## src/rtl/id_branch_hazard_unit_pkg.sv

```systemverilog
// id_branch_hazard_unit_pkg: shared condition codes, opcodes, scoreboard entry and instruction classes
package id_branch_hazard_unit_pkg;
  localparam logic [3:0] COND_EQ = 4'b0000;
  localparam logic [3:0] COND_NE = 4'b0001;
  localparam logic [3:0] COND_CS = 4'b0010;
  localparam logic [3:0] COND_CC = 4'b0011;
  localparam logic [3:0] COND_MI = 4'b0100;
  localparam logic [3:0] COND_PL = 4'b0101;
  localparam logic [3:0] COND_VS = 4'b0110;
  localparam logic [3:0] COND_VC = 4'b0111;
  localparam logic [3:0] COND_HI = 4'b1000;
  localparam logic [3:0] COND_LS = 4'b1001;
  localparam logic [3:0] COND_GE = 4'b1010;
  localparam logic [3:0] COND_LT = 4'b1011;
  localparam logic [3:0] COND_GT = 4'b1100;
  localparam logic [3:0] COND_LE = 4'b1101;
  localparam logic [3:0] COND_AL = 4'b1110;
  localparam logic [3:0] COND_NV = 4'b1111;
  localparam logic [3:0] OP_AND = 4'b0000;
  localparam logic [3:0] OP_SUB = 4'b0010;
  localparam logic [3:0] OP_ADD = 4'b0100;
  localparam logic [3:0] OP_TST = 4'b1000;
  localparam logic [3:0] OP_TEQ = 4'b1001;
  localparam logic [3:0] OP_CMP = 4'b1010;
  localparam logic [3:0] OP_CMN = 4'b1011;
  localparam logic [3:0] OP_ORR = 4'b1100;
  localparam logic [3:0] OP_MOV = 4'b1101;
  typedef struct packed {
    logic       valid;
    logic [3:0] dest;
    logic       wb_en;
    logic       sets_flags;
  } sb_entry_t;
  typedef enum logic [1:0] {CLS_BUBBLE, CLS_BRANCH, CLS_DP, CLS_OTHER} instr_class_t;
  function automatic logic [31:0] branch_offset(input logic [23:0] imm);
    return {{6{imm[23]}}, imm, 2'b00};
  endfunction
endpackage

```

## src/rtl/id_branch_hazard_unit_cond.sv

```systemverilog
// cond_check: evaluates an ARM condition field against NZCV flags
// Ports: i_cond - condition field [31:28]; i_status - NZCV (N=bit3); o_pass - condition holds
module cond_check
  import id_branch_hazard_unit_pkg::*;
(
  input  logic [3:0] i_cond,
  input  logic [3:0] i_status,
  output logic       o_pass
);
  logic w_n, w_z, w_c, w_v;
  assign {w_n, w_z, w_c, w_v} = i_status;
  always_comb begin
    o_pass = 1'b0;
    case (i_cond)
      COND_EQ: o_pass = w_z;
      COND_NE: o_pass = !w_z;
      COND_CS: o_pass = w_c;
      COND_CC: o_pass = !w_c;
      COND_MI: o_pass = w_n;
      COND_PL: o_pass = !w_n;
      COND_VS: o_pass = w_v;
      COND_VC: o_pass = !w_v;
      COND_HI: o_pass = w_c && !w_z;
      COND_LS: o_pass = !w_c || w_z;
      COND_GE: o_pass = w_n == w_v;
      COND_LT: o_pass = w_n != w_v;
      COND_GT: o_pass = !w_z && (w_n == w_v);
      COND_LE: o_pass = w_z || (w_n != w_v);
      COND_AL: o_pass = 1'b1;
      default: o_pass = 1'b0;
    endcase
  end
endmodule

```

## src/rtl/id_branch_hazard_unit.sv

```systemverilog
// id_branch_hazard_unit: decode-stage RAW/flag hazard detection, branch resolution and ID/EX register
// Ports: clk/rst - clock, sync active-high reset; if_id_* - IF/ID register; status - NZCV flags;
//        freeze/flush/branchTaken/branchAddr - to fetch; id_ex_* - ID/EX register;
//        stall_cnt/branch_cnt - saturating performance counters
module id_branch_hazard_unit
  import id_branch_hazard_unit_pkg::*;
#(
  parameter int CNT_W = 16
) (
  input  logic             clk,
  input  logic             rst,
  input  logic [31:0]      if_id_pc,
  input  logic [31:0]      if_id_instruction,
  input  logic [3:0]       status,
  output logic             freeze,
  output logic             flush,
  output logic             branchTaken,
  output logic [31:0]      branchAddr,
  output logic             id_ex_valid,
  output logic [31:0]      id_ex_pc,
  output logic [31:0]      id_ex_instruction,
  output logic [3:0]       id_ex_dest,
  output logic             id_ex_wb_en,
  output logic [CNT_W-1:0] stall_cnt,
  output logic [CNT_W-1:0] branch_cnt
);
  instr_class_t    w_cls;
  logic [3:0]      w_cond, w_rn, w_rm, w_rd, w_opc, w_dest;
  logic            w_use_rn, w_use_rm, w_cond_ok, w_hazard, w_taken, w_wb, w_bl;
  sb_entry_t       w_nxt;
  sb_entry_t       r_sb [2];
  logic [31:0]     r_pc, r_ins;
  logic [CNT_W-1:0] r_stall, r_br;
  assign w_cond = if_id_instruction[31:28];
  assign w_opc  = if_id_instruction[24:21];
  assign w_rn   = if_id_instruction[19:16];
  assign w_rd   = if_id_instruction[15:12];
  assign w_rm   = if_id_instruction[3:0];
  assign w_cls  = (if_id_instruction == 32'h0)          ? CLS_BUBBLE :
                  (if_id_instruction[27:25] == 3'b101)  ? CLS_BRANCH :
                  (if_id_instruction[27:26] == 2'b00)   ? CLS_DP     : CLS_OTHER;
  assign w_bl     = w_cls == CLS_BRANCH && if_id_instruction[24];
  assign w_use_rn = w_cls == CLS_DP;
  assign w_use_rm = w_use_rn && !if_id_instruction[25];
  cond_check u_cond (
    .i_cond  (w_cond),
    .i_status(status),
    .o_pass  (w_cond_ok)
  );
  // Only in-flight entries that will write back matter for RAW; any in-flight
  // flag setter blocks a conditional branch until its flags are architectural.
  always_comb begin
    w_hazard = 1'b0;
    for (int i = 0; i < 2; i++)
      w_hazard = w_hazard | (r_sb[i].valid &&
        ((r_sb[i].wb_en && ((w_use_rn && w_rn == r_sb[i].dest) || (w_use_rm && w_rm == r_sb[i].dest))) ||
         (w_cls == CLS_BRANCH && w_cond != COND_AL && r_sb[i].sets_flags)));
  end
  assign w_taken = w_cls == CLS_BRANCH && w_cond_ok && !w_hazard;
  assign w_dest  = w_cls == CLS_DP ? w_rd : w_bl ? 4'd14 : 4'd0;
  assign w_wb    = w_cls == CLS_DP ? !(w_opc inside {OP_TST, OP_TEQ, OP_CMP, OP_CMN}) : w_bl && w_taken;
  assign w_nxt   = (w_hazard || w_cls == CLS_BUBBLE) ? sb_entry_t'('0) :
                   {1'b1, w_dest, w_wb, w_cls == CLS_DP && if_id_instruction[20]};
  always_ff @(posedge clk) begin
    if (rst) begin
      r_sb[0] <= '0;
      r_sb[1] <= '0;
      r_pc    <= '0;
      r_ins   <= '0;
      r_stall <= '0;
      r_br    <= '0;
    end else begin
      r_sb[0] <= w_nxt;
      r_sb[1] <= r_sb[0];
      r_pc    <= w_nxt.valid ? if_id_pc : 32'h0;
      r_ins   <= w_hazard ? 32'h0 : if_id_instruction;
      if (w_hazard && r_stall != '1) r_stall <= r_stall + CNT_W'(1);
      if (w_taken && r_br != '1) r_br <= r_br + CNT_W'(1);
    end
  end
  assign freeze            = w_hazard && !rst;
  assign branchTaken       = w_taken && !rst;
  assign flush             = branchTaken;
  assign branchAddr        = if_id_pc + branch_offset(if_id_instruction[23:0]);
  assign id_ex_valid       = r_sb[0].valid;
  assign id_ex_dest        = r_sb[0].dest;
  assign id_ex_wb_en       = r_sb[0].wb_en;
  assign id_ex_pc          = r_pc;
  assign id_ex_instruction = r_ins;
  assign stall_cnt         = r_stall;
  assign branch_cnt        = r_br;
endmodule

```

## config.mk

```make
export PLATFORM = sky130hd
export DESIGN_NAME = id_branch_hazard_unit
export DESIGN_NICKNAME = d
export VERILOG_FILES = /design/src/rtl/id_branch_hazard_unit_pkg.sv /design/src/rtl/id_branch_hazard_unit_cond.sv /design/src/rtl/id_branch_hazard_unit.sv
export SDC_FILE = /design/constraint.sdc
export NUM_CORES = 1
export LEC_CHECK = 0
export CAP_MARGIN = 10
export CELL_PAD_IN_SITES_DETAIL_PLACEMENT = 1
export CELL_PAD_IN_SITES_GLOBAL_PLACEMENT = 1
export CORE_ASPECT_RATIO = 0.75
export CORE_MARGIN = 3
export CORE_UTILIZATION = 35
export CTS_CLUSTER_SIZE = 28
export DETAILED_ROUTE_END_ITERATION = 12
export PLACE_DENSITY = 0.86
export SETUP_SLACK_MARGIN = 0.05
export SYNTH_ARGS = -nofsm -noshare
export SYNTH_HDL_FRONTEND = slang
export SYNTH_SLANG_ARGS = --single-unit
export TNS_END_PERCENT = 30
```

## constraint.sdc

```tcl
create_clock -name clk -period 3.8 [get_ports clk]
set_input_delay 0.38 -clock clk [delete_from_list [all_inputs] [get_ports clk]]
set_output_delay 0.38 -clock clk [all_outputs]
set_load 0.05 [all_outputs]
```

Word level (Yosys, flattened, before mapping). Memories as Yosys holds them, arrays and structs flattened. Cells that the tools add are included.

Add/subtract/negate cells: 3. Eq/ne operators: 30. Muxes and demuxes: 13. Bitwise logic cells: 4. Reductions and logical operators: 45.

Operators with widths (number): $eq A4 B4 Y1 const B (11); $add A16 B1 Y16 const B (2); $add A32 B32 Y32 (1); $logic_not A32 Y1 (1); $ne A16 B16 Y1 const B (2); $logic_and A1 B1 Y1 (23); $mux W7 (3); $eq A4 B3 Y1 const B (4); $eq A4 B4 Y1 (4); $pmux W1 S15 (1); $eq A4 B2 Y1 const B (2); $logic_not A1 Y1 (8); $mux W4 (2); $logic_or A1 B1 Y1 (7); $mux W1 (5); $eq A4 B1 Y1 const B (1); $logic_not A2 Y1 (2); $logic_not A4 Y1 (1); $mux W2 (2); $ne A4 B4 Y1 const B (1); $reduce_bool A4 Y1 (1); $reduce_or A2 Y1 (2); $eq A3 B3 Y1 const B (1); $or A1 B1 Y1 (3); other kinds (5) (5).

Register bits after elaboration: 96. RAM bits: 14. Input bits: 70. Output and inout port bits: 137. Word-level logic and storage cells: 100. Memories: 1.

Memories: r_sb (depth 2, bits a word 7, rd ports 2, clocked after memory_dff 0, wr ports 2, line id_branch_hazard_unit.sv:31) `sb_entry_t r_sb [2];`.

Longest topological paths before layout.
Depth after elaboration: 19. Mapped depth: 11. Mapped depth without buffers: 11.

Cells and area by module. From an unflattened synthesis, not the netlist that was laid out.

Cells, all modules: 636. Area total of the unflattened synthesis: 5679.2 um^2.

Modules (own cells, without submodules): id_branch_hazard_unit (instances 1, cells each 608, area an instance 5485.3 um^2, seq. area each 2202.1 um^2); cond_check (instances 1, cells each 28, area an instance 193.9 um^2, seq. area each 0.0 um^2).

Worst setup path before layout. OpenSTA, ideal clock, no wires.

Kind: in2out. Start: input port if_id_pc[2]. End: output port branchAddr[30]. Arrival time: 3.821 ns. Required time: 3.420 ns. Path slack: -0.401 ns. Stages on the path: 10. Path buffers: 0. Path through: ha_1 inv_1 fa_1 nor2b_1 o2111ai_1 nand3_1 nand3_1 a311oi_1 o31ai_1 o311ai_0.

Word-level cells in the longest chain between the ends: 1.

RTL lines: start, declared (line id_branch_hazard_unit.sv:12) `input logic [31:0] if_id_pc,`; $add A32 B32 Y32 (line id_branch_hazard_unit.sv:84) `assign branchAddr = if_id_pc + branch_offset(if_id_instruction[23:0]);`; end, declared (line id_branch_hazard_unit.sv:18) `output logic [31:0] branchAddr,`.

Every way passes these cells.

Worst setup path after layout.
Start: input port if_id_instruction[16]. End: output port branchAddr[31].

Word-level cells in the longest chain between the ends: 1.

RTL lines: start, declared (line id_branch_hazard_unit.sv:13) `input logic [31:0] if_id_instruction,`; $add A32 B32 Y32 (line id_branch_hazard_unit.sv:84).

Every way passes these cells.

==> flow_summary.ini <==
[timing]
worstMarginPinSlew_ps = 1070
period_share_pct = 94.90
finClkSkew_ps = 7.438
period_needed_ps = 3606
finalSetupTns_ps = 0
setup_viol = 0
slew_viol_final = 0
setup_ws_ps = 193.8
hold_viol_final = 0
fmaxAchievable_mhz = 277.3
slew_headroom_pct = 28.57
whs_ps = 438.6
rsz0062_at_grt = yes

[worst_setup_path]
critPathArrivalTime_ps = 3230
worstPathCellList = clkdlybuf4s50_1 -> ha_1 -> a21o_1 -> a21oi_1 -> o2bb2ai_1 -> and3_2 -> o21ai_1 -> o31a_1 -> or4_1 -> and3_1 -> buf_4
path_class = in2out
startpoint_type = input pin
endpoint_kind = primary output
cp.required_ps = 3420
path_buf_inv = 2
r2r_start = r_sb[0][4]
r2r-end = branch_cnt[14]
worst-r2r-setup-slack_ps = 1230
r2r_cells = 8
max_stage_delay_ps = 440
cp_slowest_cell = clkdlybuf4s50_1
cp_max_fo = 6
worst_path_dominant_cell_family = compound AO/OA/AOI/OAI gates

[floorplan]
die_area_um2 = 18060
die_w_um = 154.2
die_h_um = 117.1
rows = 39
io_pins = 207
start_util_pct = 36.79
coreArea_um2 = 15660

[place]
pre_cts_slack_ps = -56.28
io_buffers = 206
gp_congestion = 0.8598
placed_area_um2 = 8342
hpwl_um = 16350

[pwr]
p_sw_share_pct = 36.17
seqPwrFrac_pct = 35.3
p_per_area_nw_per_um2 = 392.7
p_total_mw = 3.429
p_int_mw = 2.188
p_leak_nw = 3.509
pwr-share-comb_pct = 37.5
irDropWorstVdd_mv = 0.2461
clock_power_share_pct = 27.2
p_sw_mw = 1.240

[grt]
grt_pass1_vias = 5799
grt_pass1_wl_um = 32740
grt_use_met1_pct = 31.06
track_usage_pct = 22.96
antenna_found_initial = 2
met3_usage_pct = 6.909
overflow = 0
busiest_layer = met2
met2_usage_pct = 36.72
grt_max_degree = 47

[detailed_routing]
vias_per_cell = 5.236
drc_errors = 0
wirelength_um = 21230
ant_nets = 0
dr.pass1.iters = 4
vias = 5644
drt_iter0_drc = 208
detail_route.wl_per_cell_um = 19.70

[cells_and_area]
regArea_um2 = 2202
design_area_um2 = 8732
final_nets = 970
drive_gt1_share_pct = 13.06
fillers = 1774
synthToLayoutAreaGrowth_pct = 51.52
multi_input_area_um2 = 3440
antenna-diode-count = 0

[yosys]
ys_seq_area_share_pct = 38.21
syn-cell-area_um2 = 5763
synth_most_common_cell = dfxtp_1
synthTopCellsByArea = dfxtp_1 (38%), ha_1 (6.7%), xnor2_1 (5.8%)
synthCells = 656
yosysUniqueCellTypes = 63
yosysTopAreaCell = dfxtp_1
ys_seq_elements = 110
ys_warn_count = 0
yosysTopAreaCellShare_pct = 38.21
synth_nets = 758
synth_edf_count = 0
synthTopCellsByCount = dfxtp_1 (110), nor2_1 (53), and2_1 (41)
synth_flop_cell = dfxtp_1
avgSynthCellArea_um2 = 8.785
synth-async-reset-ratio_pct = 0

[clock_tree]
cts_sinks = 110
ctsHtreeMaxLevel = 3
cts_tree = done
clk_latency_ps = 360
root_buffer = clkbuf_16
max-clock-path-buffers = 2
path_clk_slew_ps = 80
cts_buffers = 9

[min_path]
hold_start = if_id_instruction[7]
holdPathEnd = id_ex_instruction[7]
hp-class = in2reg
min_path_cells = 2

[run]
maxCapViolations = 0

[run_status]
status = completed
## final cells by class
class / instances / area share [%]
clock inverters: 6 / 0.5158
multi-input cells: 495 / 39.39
inverters: 20 / 0.8597
clock buffers: 10 / 2.737
flip-flops and latches: 110 / 25.22
repair buffers: 232 / 28.34
well taps: 205 / 2.937
## timing repair
action,CTS,global route
endpoints found under the setup margin,5,11
hold buffers,0,0
cloned,0,0
pin swaps,0,2
endpoints found under the hold margin,0,0
buffers inserted,0,0
gates resized for setup,3,21
## registers in the layout, indices dropped and copies added, names as in the netlist
register	flops
branch_cnt	16
stall_cnt	16
r_sb	14
id_ex_pc	32
id_ex_instruction	32
## power by group through the flow
stage | registers [mW] | logic (mW) | clock network (mW)
finish | 1.21 | 1.29 | 0.933
global route | 1.21 | 1.35 | 1.02
CTS | 1.21 | 1.28 | 0.962
detailed placement | 1.24 | 1.26 | 0
global placement | 1.23 | 1.25 | 0
floorplan | 1.37 | 0.562 | 0
## worst max path at each step
stage | cells after the start | endpoint | start
2_1_floorplan | 10 | branchAddr[30] | if_id_pc[2]
3_3_place_gp | 13 | branchAddr[30] | if_id_instruction[0]
3_5_place_dp | 13 | branchAddr[30] | if_id_instruction[0]
4_1_cts | 13 | branchAddr[30] | if_id_instruction[0]
5_1_grt | 13 | branchAddr[30] | if_id_pc[2]
6_report | 11 | branchAddr[31] | if_id_instruction[16]
## stage by stage
step	utilization, %	std cells
3_5_place_dp	53.26	1062
6_report	55.75	1078
3_3_place_gp	53.26	1062
2_1_floorplan	-	656
5_1_grt	55.75	1078
4_1_cts	55.22	1078
## cell usage in the layout (no fill, tap or decap), drive strengths merged, types with 3 or more instances in the layout
| cell type | Yosys | routed |
|---|---|---|
| nor3 | 27 | 27 |
| nand3 | 22 | 22 |
| xnor2 | 38 | 38 |
| a211oi | 11 | 11 |
| nor2 | 53 | 53 |
| mux2 | 10 | 10 |
| o21ai | 28 | 28 |
| nand2b | 6 | 6 |
| clkbuf | 18 | 10 |
| o21a | 3 | 3 |
| buf | 13 | 56 |
| nor2b | 17 | 17 |
| or3 | 8 | 8 |
| o2111ai | 3 | 3 |
| clkdlybuf4s50 | 0 | 173 |
| and3 | 40 | 40 |
| o31ai | 5 | 5 |
| and2 | 41 | 41 |
| dlymetal6s2s | 0 | 3 |
| nand2 | 30 | 30 |
| xor2 | 17 | 17 |
| dfxtp | 110 | 110 |
| nor4 | 20 | 20 |
| ha | 31 | 31 |
| nand4 | 11 | 11 |
| a21o | 15 | 15 |
| inv | 20 | 22 |
| a21oi | 22 | 22 |
## per-layer routing
layer / wire [µm] / part of all wire (%)
met5: 13 / 0.061
met3: 1457 / 6.9
met4: 293 / 1.4
met2: 9400 / 44
met1: 10070 / 47
## kinds of logic after synthesis
group | share of synthesized area, %
AO/OA/AOI/OAI | 12.61
XOR/XNOR | 8.359
adder cells (fa/ha/maj) | 7.078
buffers and inverters | 3.930
flip-flops | 38.21
multiplexers | 2.301
AND/OR/NAND/NOR | 27.51
Note: power is estimated with default switching activity, not from simulation.
